`src/rtl/ysyx_22041412_mem_arbiter_if.sv`:
```
// Bundle of IF/LSU request-response channels and the shared memory port.
// The arbiter sits on the slave modport; requesters and memory use master.
interface ysyx_22041412_mem_arbiter_if #(
    parameter int ADDR_WIDTH = 64,
    parameter int DATA_WIDTH = 64
);
    logic                  if_req_valid;
    logic                  if_req_ready;
    logic [ADDR_WIDTH-1:0] if_addr;
    logic                  if_resp_valid;
    logic                  if_resp_ready;
    logic [DATA_WIDTH-1:0] if_rdata;

    logic                  ls_req_valid;
    logic                  ls_req_ready;
    logic [ADDR_WIDTH-1:0] ls_addr;
    logic                  ls_wen;
    logic [2:0]            ls_func3;
    logic [DATA_WIDTH-1:0] ls_wdata;
    logic                  ls_resp_valid;
    logic                  ls_resp_ready;
    logic [DATA_WIDTH-1:0] ls_rdata;

    logic                  mem_en;
    logic [ADDR_WIDTH-1:0] mem_addr;
    logic                  mem_wen;
    logic [2:0]            mem_func3;
    logic [DATA_WIDTH-1:0] mem_wdata;
    logic [DATA_WIDTH-1:0] mem_rdata;

    modport slave (
        input  if_req_valid, if_addr, if_resp_ready,
        input  ls_req_valid, ls_addr, ls_wen, ls_func3, ls_wdata, ls_resp_ready,
        input  mem_rdata,
        output if_req_ready, if_resp_valid, if_rdata,
        output ls_req_ready, ls_resp_valid, ls_rdata,
        output mem_en, mem_addr, mem_wen, mem_func3, mem_wdata
    );

    modport master (
        output if_req_valid, if_addr, if_resp_ready,
        output ls_req_valid, ls_addr, ls_wen, ls_func3, ls_wdata, ls_resp_ready,
        output mem_rdata,
        input  if_req_ready, if_resp_valid, if_rdata,
        input  ls_req_ready, ls_resp_valid, ls_rdata,
        input  mem_en, mem_addr, mem_wen, mem_func3, mem_wdata
    );
endinterface

```
`src/rtl/ysyx_22041412_mem_arbiter.sv`:
```
// Two-requester (IF/LSU) arbiter for a single-cycle-latency memory port.
// LSU has priority; a saturating streak counter lets IF through after STARVE_LIMIT LSU wins.
module ysyx_22041412_mem_arbiter #(
    parameter int ADDR_WIDTH   = 64,
    parameter int DATA_WIDTH   = 64,
    parameter int STARVE_LIMIT = 4
) (
    input logic clk,
    input logic rst,
    ysyx_22041412_mem_arbiter_if.slave bus
);
    localparam int STREAK_W = (STARVE_LIMIT < 1) ? 1 : $clog2(STARVE_LIMIT + 1);
    localparam logic [STREAK_W-1:0] STREAK_MAX = STREAK_W'(STARVE_LIMIT);
    localparam logic [2:0] IF_FUNC3 = 3'b110;

    typedef enum logic [1:0] {
        IDLE,
        ACCESS,
        WAIT,
        RESP
    } state_e;

    state_e                state_q,    state_d;
    logic [STREAK_W-1:0]   streak_q,   streak_d;
    logic [ADDR_WIDTH-1:0] addr_q,     addr_d;
    logic                  wen_q,      wen_d;
    logic [2:0]            func3_q,    func3_d;
    logic [DATA_WIDTH-1:0] wdata_q,    wdata_d;
    logic                  owner_q,    owner_d;   // 1 = LSU owns the transaction
    logic [DATA_WIDTH-1:0] if_rdata_q, if_rdata_d;
    logic [DATA_WIDTH-1:0] ls_rdata_q, ls_rdata_d;

    logic grant_ls;
    logic grant_if;
    logic owner_resp_ready;

    // Grants only in IDLE; ready is the grant itself, so valid&ready == grant.
    always_comb begin
        grant_ls = 1'b0;
        grant_if = 1'b0;
        if (state_q == IDLE && !rst) begin
            if (bus.ls_req_valid && !(bus.if_req_valid && streak_q == STREAK_MAX)) begin
                grant_ls = 1'b1;
            end else if (bus.if_req_valid) begin
                grant_if = 1'b1;
            end
        end
    end

    assign owner_resp_ready = owner_q ? bus.ls_resp_ready : bus.if_resp_ready;

    always_comb begin
        state_d    = state_q;
        streak_d   = streak_q;
        addr_d     = addr_q;
        wen_d      = wen_q;
        func3_d    = func3_q;
        wdata_d    = wdata_q;
        owner_d    = owner_q;
        if_rdata_d = if_rdata_q;
        ls_rdata_d = ls_rdata_q;

        unique case (state_q)
            IDLE: begin
                if (grant_ls) begin
                    addr_d  = bus.ls_addr;
                    wen_d   = bus.ls_wen;
                    func3_d = bus.ls_func3;
                    wdata_d = bus.ls_wdata;
                    owner_d = 1'b1;
                    state_d = ACCESS;
                    if (!bus.if_req_valid) begin
                        streak_d = '0;
                    end else if (streak_q != STREAK_MAX) begin
                        streak_d = streak_q + STREAK_W'(1);
                    end
                end else if (grant_if) begin
                    addr_d   = bus.if_addr;
                    wen_d    = 1'b0;
                    func3_d  = IF_FUNC3;
                    wdata_d  = '0;
                    owner_d  = 1'b0;
                    streak_d = '0;
                    state_d  = ACCESS;
                end
            end
            ACCESS: begin
                state_d = WAIT;
            end
            WAIT: begin
                if (owner_q) begin
                    ls_rdata_d = wen_q ? '0 : bus.mem_rdata;
                end else begin
                    if_rdata_d = wen_q ? '0 : bus.mem_rdata;
                end
                state_d = RESP;
            end
            RESP: begin
                if (owner_resp_ready) begin
                    state_d = IDLE;
                end
            end
            default: begin
                state_d = IDLE;
            end
        endcase
    end

    always_ff @(posedge clk) begin
        if (rst) begin
            state_q    <= IDLE;
            streak_q   <= '0;
            addr_q     <= '0;
            wen_q      <= 1'b0;
            func3_q    <= '0;
            wdata_q    <= '0;
            owner_q    <= 1'b0;
            if_rdata_q <= '0;
            ls_rdata_q <= '0;
        end else begin
            state_q    <= state_d;
            streak_q   <= streak_d;
            addr_q     <= addr_d;
            wen_q      <= wen_d;
            func3_q    <= func3_d;
            wdata_q    <= wdata_d;
            owner_q    <= owner_d;
            if_rdata_q <= if_rdata_d;
            ls_rdata_q <= ls_rdata_d;
        end
    end

    // Status outputs are masked while rst is high so a reset cycle never shows activity.
    assign bus.if_req_ready  = grant_if;
    assign bus.ls_req_ready  = grant_ls;
    assign bus.mem_en        = (state_q == ACCESS) && !rst;
    assign bus.mem_addr      = addr_q;
    assign bus.mem_wen       = wen_q;
    assign bus.mem_func3     = func3_q;
    assign bus.mem_wdata     = wdata_q;
    assign bus.if_resp_valid = (state_q == RESP) && !owner_q && !rst;
    assign bus.ls_resp_valid = (state_q == RESP) &&  owner_q && !rst;
    assign bus.if_rdata      = if_rdata_q;
    assign bus.ls_rdata      = ls_rdata_q;
endmodule

```
`src/flat_wrapper.sv`:
```
// flat-port wrapper written by rule: the top's interface ports become plain ports
module ysyx_22041412_mem_arbiter_flat 
#(
    parameter int ADDR_WIDTH   = 64,
    parameter int DATA_WIDTH   = 64,
    parameter int STARVE_LIMIT = 4
)
  (clk, rst, bus_if_req_valid, bus_if_addr, bus_if_resp_ready, bus_ls_req_valid, bus_ls_addr, bus_ls_wen, bus_ls_func3, bus_ls_wdata, bus_ls_resp_ready, bus_mem_rdata, bus_if_req_ready, bus_if_resp_valid, bus_if_rdata, bus_ls_req_ready, bus_ls_resp_valid, bus_ls_rdata, bus_mem_en, bus_mem_addr, bus_mem_wen, bus_mem_func3, bus_mem_wdata);
  ysyx_22041412_mem_arbiter_if #(.ADDR_WIDTH(ADDR_WIDTH), .DATA_WIDTH(DATA_WIDTH)) bus_i ();
  input logic clk;
  input logic rst;
  input wire logic [$bits(bus_i.if_req_valid)-1:0] bus_if_req_valid;
  input wire logic [$bits(bus_i.if_addr)-1:0] bus_if_addr;
  input wire logic [$bits(bus_i.if_resp_ready)-1:0] bus_if_resp_ready;
  input wire logic [$bits(bus_i.ls_req_valid)-1:0] bus_ls_req_valid;
  input wire logic [$bits(bus_i.ls_addr)-1:0] bus_ls_addr;
  input wire logic [$bits(bus_i.ls_wen)-1:0] bus_ls_wen;
  input wire logic [$bits(bus_i.ls_func3)-1:0] bus_ls_func3;
  input wire logic [$bits(bus_i.ls_wdata)-1:0] bus_ls_wdata;
  input wire logic [$bits(bus_i.ls_resp_ready)-1:0] bus_ls_resp_ready;
  input wire logic [$bits(bus_i.mem_rdata)-1:0] bus_mem_rdata;
  output wire logic [$bits(bus_i.if_req_ready)-1:0] bus_if_req_ready;
  output wire logic [$bits(bus_i.if_resp_valid)-1:0] bus_if_resp_valid;
  output wire logic [$bits(bus_i.if_rdata)-1:0] bus_if_rdata;
  output wire logic [$bits(bus_i.ls_req_ready)-1:0] bus_ls_req_ready;
  output wire logic [$bits(bus_i.ls_resp_valid)-1:0] bus_ls_resp_valid;
  output wire logic [$bits(bus_i.ls_rdata)-1:0] bus_ls_rdata;
  output wire logic [$bits(bus_i.mem_en)-1:0] bus_mem_en;
  output wire logic [$bits(bus_i.mem_addr)-1:0] bus_mem_addr;
  output wire logic [$bits(bus_i.mem_wen)-1:0] bus_mem_wen;
  output wire logic [$bits(bus_i.mem_func3)-1:0] bus_mem_func3;
  output wire logic [$bits(bus_i.mem_wdata)-1:0] bus_mem_wdata;
  assign bus_i.if_req_valid = bus_if_req_valid;
  assign bus_i.if_addr = bus_if_addr;
  assign bus_i.if_resp_ready = bus_if_resp_ready;
  assign bus_i.ls_req_valid = bus_ls_req_valid;
  assign bus_i.ls_addr = bus_ls_addr;
  assign bus_i.ls_wen = bus_ls_wen;
  assign bus_i.ls_func3 = bus_ls_func3;
  assign bus_i.ls_wdata = bus_ls_wdata;
  assign bus_i.ls_resp_ready = bus_ls_resp_ready;
  assign bus_i.mem_rdata = bus_mem_rdata;
  assign bus_if_req_ready = bus_i.if_req_ready;
  assign bus_if_resp_valid = bus_i.if_resp_valid;
  assign bus_if_rdata = bus_i.if_rdata;
  assign bus_ls_req_ready = bus_i.ls_req_ready;
  assign bus_ls_resp_valid = bus_i.ls_resp_valid;
  assign bus_ls_rdata = bus_i.ls_rdata;
  assign bus_mem_en = bus_i.mem_en;
  assign bus_mem_addr = bus_i.mem_addr;
  assign bus_mem_wen = bus_i.mem_wen;
  assign bus_mem_func3 = bus_i.mem_func3;
  assign bus_mem_wdata = bus_i.mem_wdata;
  ysyx_22041412_mem_arbiter #(.ADDR_WIDTH(ADDR_WIDTH), .DATA_WIDTH(DATA_WIDTH), .STARVE_LIMIT(STARVE_LIMIT)) u_core (.clk(clk), .rst(rst), .bus(bus_i));
endmodule
```
`config.mk`:
```
export PLATFORM = sky130hd
export DESIGN_NAME = ysyx_22041412_mem_arbiter_flat
export DESIGN_NICKNAME = d
export VERILOG_FILES = /design/src/rtl/ysyx_22041412_mem_arbiter_if.sv /design/src/rtl/ysyx_22041412_mem_arbiter.sv /design/src/flat_wrapper.sv
export SDC_FILE = /design/constraint.sdc
export NUM_CORES = 1
export LEC_CHECK = 0
export BUFFER_PORTS_ARGS = -buffer_cell sky130_fd_sc_hd__buf_2
export CAP_MARGIN = 20
export CORE_AREA = 4 4 202 204
export CTS_CLUSTER_SIZE = 30
export DETAILED_ROUTE_END_ITERATION = 6
export DIE_AREA = 0 0 206 208
export GPL_TIMING_DRIVEN = 0
export PLACE_DENSITY = 0.52
export SETUP_SLACK_MARGIN = 0.1
export SKIP_LAST_GASP = 1
export SLEW_MARGIN = 15
export SYNTH_ARGS = -nofsm -noshare
export SYNTH_HDL_FRONTEND = slang
export SYNTH_SLANG_ARGS = --single-unit
```
`constraint.sdc`:
```
create_clock -name clk -period 1.8 [get_ports clk]
set_input_delay 0.36 -clock clk [delete_from_list [all_inputs] [get_ports clk]]
set_output_delay 0.36 -clock clk [all_outputs]
set_load 0.05 [all_outputs]
```
==> results of run 1 <==
cells by family (layout without fill, tap and decap cells):
family,Yosys count,count (layout),synth area share (%)
AO/OA/AOI/OAI,333,333,18.0
other,0,8,0
buffers and inverters,121,785,5.19
multiplexers,1,1,0.0957
flip-flops,266,266,50.9
AND/OR/NAND/NOR,613,613,24.9
adder cells (fa/ha/maj),7,7,0.838
routing by layer:
metal,GRT usage (%),share of wire [%],vias to the layer above,wire (um)
met5,0,0.16,-,76
met4,7.32,3.5,10,1720
met3,6.23,8.2,88,4000
met2,35.6,49,410,23800
met1,24.6,40,5567,19400
li1,-,-,5763,-
sequential cells by signal, summed over array words and instances, names as in the netlist:
name,cells
u_core.bus.mem_func3,3
u_core.bus.if_rdata,64
u_core.owner_q,1
u_core.bus.mem_wdata,64
u_core.bus.ls_rdata,64
u_core.bus.mem_wen,1
u_core.bus.mem_addr,64
u_core.state_q,2
u_core.streak_q,3
tightest hold or removal path: stages:
cell and delay (ps):
buf_2 110, nand2_2 50, a21oi_2 40
synth_stat cells, types with 2 or more instances:
master / n / area [sq um]
a211oi_1: 54 / 405
a211oi_2: 10 / 125
a21oi_1: 261 / 1310
a31oi_1: 2 / 12.5
and2_1: 2 / 12.5
buf_1: 13 / 48.8
buf_2: 56 / 280
buf_6: 2 / 22.5
clkbuf_1: 44 / 165
dfxtp_1: 266 / 5330
ha_1: 7 / 87.6
inv_1: 4 / 15.0
nand2_1: 393 / 1480
nand2b_1: 3 / 18.8
nand3_1: 67 / 335
nand4_1: 2 / 12.5
nor2_1: 70 / 263
nor2b_1: 66 / 413
nor3_1: 5 / 25.0
o21ai_0: 4 / 20.0
path summary, 6_finish.rpt:
path	startpoint	end	slack, ps	depth (start not counted)
worst max-delay path	u_core.state_q[0]$_SDFFE_PP0P_	u_core.bus.mem_addr[58]$_SDFFE_PP0P_	-510	16
worst min-delay path	bus_ls_wdata[45]	u_core.bus.mem_wdata[45]$_SDFFE_PP0P_	30	3
worst max register to register	u_core.state_q[0]$_SDFFE_PP0P_	u_core.bus.mem_addr[58]$_SDFFE_PP0P_	-510	16
worst min register to register	u_core.bus.ls_rdata[57]$_SDFFE_PP0P_	u_core.bus.ls_rdata[57]$_SDFFE_PP0P_	450	2
stage by stage:
stage,instance area [sq um],hold slack [ps]
after global routing,17000,5.12
final,17000,25.1
after floorplan,10500,453
after global placement,13800,439
after detailed placement,13800,444
after CTS,16000,0.00833
power breakdown:
group / total (mW) / internal (mW) / switching [mW]
logic: 9.05 / 2.88 / 6.16
registers: 7.32 / 6.80 / 0.517
clock network: 6.35 / 3.73 / 2.62
total: 22.7 / 13.4 / 9.31
timing repair:
action | CTS | global route
hold buffers | 25 | 0
endpoints found under the hold margin | 25 | 0
gates cloned | 8 | 6
pin swaps | 25 | 60
gates resized for setup | 186 | 230
setup buffers | 22 | 23
setup endpoints to repair | 261 | 234
cell type report:
cell class	instances	area (sq um)	area share, %
multi-input cells	954	5290	31.1
inverters	5	23.8	0.140
plain buffers	116	985	5.79
flip-flops and latches	266	5330	31.4
clock inverters	7	71.3	0.420
diodes	8	20.0	0.118
well taps	525	657	3.86
clock buffers	50	947	5.57
repair buffers	607	3670	21.6
==> run_results.csv, run 1 <==
group,metric,value,unit
sta,fmax,0.434,GHz
setup_path,crit_slowest_cell,"dfxtp_2",
layout,syn2layout_area_growth,62.6,%
power_and_ir_drop,p_leak,7.63,nW
floorplan,fp.dieH,208,um
clocking,clk_latency,570,ps
flow_run,cap_violations,0,
sta,hold_violations,0,
routing,vias,11800,
place,dpl.hpwl,35100,um
synth,ys_async_sr_fraction,0,%
setup_path,critPathTopFamily,"buffers and inverters",
floorplan,num_rows,73,
clocking,cts.sinks,266,
clocking,cts_tree,"done",
floorplan,die-area,42800,sq um
place,routabilityCongestion,0.798,
sta,finalClockSkew,27.6,ps
sta,maxSlewViolCount,0,
power_and_ir_drop,ir_drop,0.000937,V
power_and_ir_drop,power_density,1340,nW/um^2
routing,post-route-drc-count,0,
setup_path,critical_path_required,2220,ps
synth,ys.warnings.count,0,
global_route,grt_max_degree,16,
synth,ys.flop_type,"dfxtp_1",
synth,syn_area_per_cell,7.80,sq um
sta,setup_viol_count_final,133,
synth,syn-num-nets,1614,
floorplan,initial_core_util,26.6,%
setup_path,worstSetupPathType,"flop to flop",
setup_path,endpoint_kind,"flop",
routing,wl_per_cell,19.3,um
global_route,grt_overflow,0,
status,outcome,"finished with violations",
routing,drt_wl_total,48900,um
synth,syn-cell-area,10500,sq um
routing,first_iter_violations,585,
sta,fin_setup_tns,-33440,ps
layout,final_cells,2538,
sta,rsz0062_at_grt,"true",
sta,layout_min_cycle_time,2310,ps
synth,synth_edf_count,0,
clocking,clockBufferDepth,3,
sta,finalCritPeriodShare,128,%
global_route,antenna_found_initial,14,
routing,first_pass_iters,5,
floorplan,coreArea,39300,sq um
sta,worst_slack,-505,ps
power_and_ir_drop,total_power,22.7,mW
global_route,grt_pass1_vias,11800,
synth,yosysSeqAreaShare,50.9,%
min_path,hp-class,"primary input to flop",
clocking,cts_made_buffers,31,
sta,tightest_slew,724,ps
floorplan,die_x,206,um
setup_path,cp_common_cell,"buf_6",
setup_path,critical_path_peak_fanout,8,
place,post-place-ws,-594,ps
layout,layout_commonest_cell,"buf_2",
layout,fillers,4105,
status,failed_checks,"setup timing",
routing,vias_per_cell,4.66,
layout,final_cell_mix,"buf_2, nand2_1, dfxtp_1, a21oi_1, nor2_1",
setup_path,crit_arrival,2720,ps
layout,layout-drive-gt1-share,42.6,%
synth,netlist_instances,1341,
floorplan,io-pin-count,531,
place,io_buffers,529,
global_route,grt.total_usage,20.8,%
clocking,h-tree-depth,1,
synth,ys_ff_latch,266,
global_route,grt_pass1_wl,70200,um
setup_path,crit_chain,"inv_2 -> ha_4 -> nor2b_4 -> buf_4 -> buf_6 -> buf_6 -> buf_6 -> buf_6 -> buf_6 -> buf_6 -> and2_4 -> buf_12 -> buf_8 -> clkbuf_16 -> nand2_1 -> a211oi_2",
layout,fin_nets,2254,
setup_path,worst-path-buf-inv,11,
synth,synth.distinct_cells,30,
sta,relSlewSlack,51.7,%
layout,fin_util,43.3,%
clocking,root_buffer,"clkbuf_16",
clocking,clkTransAtPathRegs,70,ps
setup_path,slowest_delay,340,ps
place,dp.cells,2395,
setup_path,startpoint_type,"flop",
routing,ant_nets,0,
(Power assumes the default switching activity.)
==> run 2: changes to the inputs <==
--- a/config.mk
+++ b/config.mk
@@ -19,3 +19,4 @@
 export SYNTH_ARGS = -nofsm -noshare
 export SYNTH_HDL_FRONTEND = slang
 export SYNTH_SLANG_ARGS = --single-unit
+export TNS_END_PERCENT = 1
==> run 2 against run 1 <==
Net effect: die area did not move; global-route usage fell by 0.47 points; highest routed layer unchanged; utilization fell by 4.0 points; the flow still finishes with violations (setup timing); clock skew fell by 16 ps.
==> run_results.csv, run 2 (synthesized netlist as in run 1, its figures left out) <==
group,metric,value,unit
status,outcome,"finished with violations",
status,failed_checks,"setup timing",
power_and_ir_drop,p_leak,6.85,nW
floorplan,initial_core_util,26.6,%
floorplan,num_rows,73,
global_route,antenna_found_initial,8,
setup_path,slowest_delay,340,ps
global_route,grtUsageMet1,24.0,%
place,dpl.hpwl,35500,um
global_route,grtUsageMet3,6.05,%
setup_path,crit_arrival,1960,ps
place,routabilityCongestion,0.811,
power_and_ir_drop,ir_drop,0.000778,V
layout,layout_commonest_cell,"buf_2",
global_route,grt_pass1_wl,68700,um
setup_path,rr_startpoint,"u_core.state_q[1]$_SDFFE_PP0P_",
global_route,grt_pass1_vias,11500,
floorplan,fp.dieH,208,um
power_and_ir_drop,p_sw,8.68,mW
setup_path,critical_path_required,1440,ps
power_and_ir_drop,total_power,21.0,mW
sta,hold_violations,0,
routing,drt_wl_total,46500,um
sta,fmax,0.432,GHz
power_and_ir_drop,p_seq_share,34.7,%
power_and_ir_drop,power_density,1360,nW/um^2
setup_path,worst_r2r_endpoint,"u_core.bus.mem_addr[62]$_SDFFE_PP0P_",
min_path,hp-class,"primary input to flop",
global_route,top_usage_layer,"met2",
place,dp.cells,2395,
routing,ant_nets,0,
setup_path,crit_chain,"inv_2 -> ha_4 -> nor2b_4 -> nand2_4 -> buf_12 -> buf_12 -> a21oi_4 -> buf_8",
routing,first_iter_violations,636,
sta,tightest_slew,915,ps
floorplan,coreArea,39300,sq um
setup_path,startpoint_type,"flop",
setup_path,worstSetupPathType,"flop to primary output",
routing,vias_per_cell,4.64,
power_and_ir_drop,p_int,12.3,mW
layout,fin_util,39.3,%
power_and_ir_drop,swShare,41.4,%
clocking,h-tree-depth,1,
layout,layout-drive-gt1-share,33.7,%
power_and_ir_drop,clkPwrFrac,28.8,%
sta,fin_hold_ws,35.4,ps
global_route,grt_overflow,0,
sta,layout_min_cycle_time,2320,ps
floorplan,die-area,42800,sq um
min_path,worstHoldEndpoint,"u_core.bus.mem_wdata[5]$_SDFFE_PP0P_",
routing,post-route-drc-count,0,
setup_path,reg2reg_slack,-310,ps
sta,finalCritPeriodShare,129,%
setup_path,cp_common_cell,"buf_12",
sta,maxSlewViolCount,0,
routing,wl_per_cell,18.5,um
clocking,cts.sinks,266,
layout,fin_nets,2234,
clocking,cts_made_buffers,31,
setup_path,critical_path_peak_fanout,4,
floorplan,io-pin-count,531,
power_and_ir_drop,combPwrFrac,36.5,%
sta,worst_slack,-517,ps
clocking,clk_latency,570,ps
clocking,clkTransAtPathRegs,60,ps
global_route,grt_use_met2,35.4,%
min_path,hold_depth,3,
setup_path,crit_slowest_cell,"dfxtp_2",
sta,relSlewSlack,39.0,%
floorplan,die_x,206,um
clocking,root_buffer,"clkbuf_16",
flow_run,cap_violations,0,
layout,final_cells,2510,
global_route,grt.total_usage,20.3,%
clocking,clockBufferDepth,3,
global_route,grt_max_degree,16,
setup_path,reg2reg_depth,8,
layout,final_cell_mix,"buf_2, nand2_1, dfxtp_1, a21oi_1, nor2_1",
place,io_buffers,529,
setup_path,endpoint_kind,"primary output",
sta,setup_viol_count_final,238,
min_path,min_from,"bus_ls_wdata[5]",
clocking,cts_tree,"done",
routing,first_pass_iters,4,
layout,syn2layout_area_growth,47.5,%
sta,rsz0062_at_grt,"true",
routing,vias,11600,
sta,finalClockSkew,11.5,ps
[run 2: cell types whose count changed in the layout (fill, tap and decap cells not counted), sizes merged]
cell	delta
clkinvlp	+1
inv	-1
diode	-3
buf	-39
clkbuf	-10
clkinv	+1
dlygate4sd3	+23
[run 2: layout make-up]
class	count	area, sq um
Clock inverter	8	71.3
Multi-Input combinational cell	954	4640
Sequential cell	266	5330
Inverter	5	23.8
Antenna cell	5	12.5
Clock buffer	44	895
Timing Repair Buffer	587	3230
Fill cell	4175	23800
Tap cell	525	657
Buffer	116	573
[run 2: critical path: cells and delay by family, from the launching register on]
family                   cells  cell delay, ps
buffers and inverters        4             480
flip-flops                   1             340
AND/OR/NAND/NOR              2             320
adder cells (fa/ha/maj)      1             130
AO/OA/AOI/OAI                1             110
[run 2: timing repair]
action,CTS,global route
hold buffers,48,0
endpoints found under the setup margin,261,261
pin swaps,2,1
buffers inserted,8,2
hold endpoints to repair,48,0
cloned,0,0
resized for setup,33,1
[run 2: worst max path at each step]
stage,slack (ps),from,cells after the start,end
after global placement,-570,u_core.state_q[1]$_SDFFE_PP0P_,8,bus_ls_req_ready
final,-520,u_core.state_q[1]$_SDFFE_PP0P_,8,bus_if_req_ready
after detailed placement,-600,u_core.state_q[0]$_SDFFE_PP0P_,8,bus_ls_req_ready
after floorplan,-170,u_core.state_q[0]$_SDFFE_PP0P_,7,bus_if_req_ready
after CTS,-560,u_core.state_q[0]$_SDFFE_PP0P_,8,bus_if_req_ready
after global routing,-610,u_core.state_q[1]$_SDFFE_PP0P_,8,bus_if_req_ready
[run 2: power groups by stage]
stage               Combinational [mW]  Clock, mW  Sequential, mW
global placement                  7.42          0            7.37
detailed placement                7.44          0            7.40
global route                      8.16       6.45            7.38
CTS                               7.70       6.25            7.28
floorplan                         2.17          0            10.4
finish                            7.65       6.04            7.29
[run 2: metal layers]
metal	part of all wire, %	vias to the layer above
met5	0.077	-
met4	3.4	6
met3	8.5	77
met2	48	441
met1	40	5416
li1	-	5700
[run 2: metrics by stage]
step	TNS (ps)	instance area [sq um]	setup WS, ps
CTS	-26430	15400	-563
global route	-67610	15400	-613
detailed placement	-61500	13800	-601
global placement	-51290	13800	-571
finish	-26500	15400	-517
floorplan	-165	10500	-165
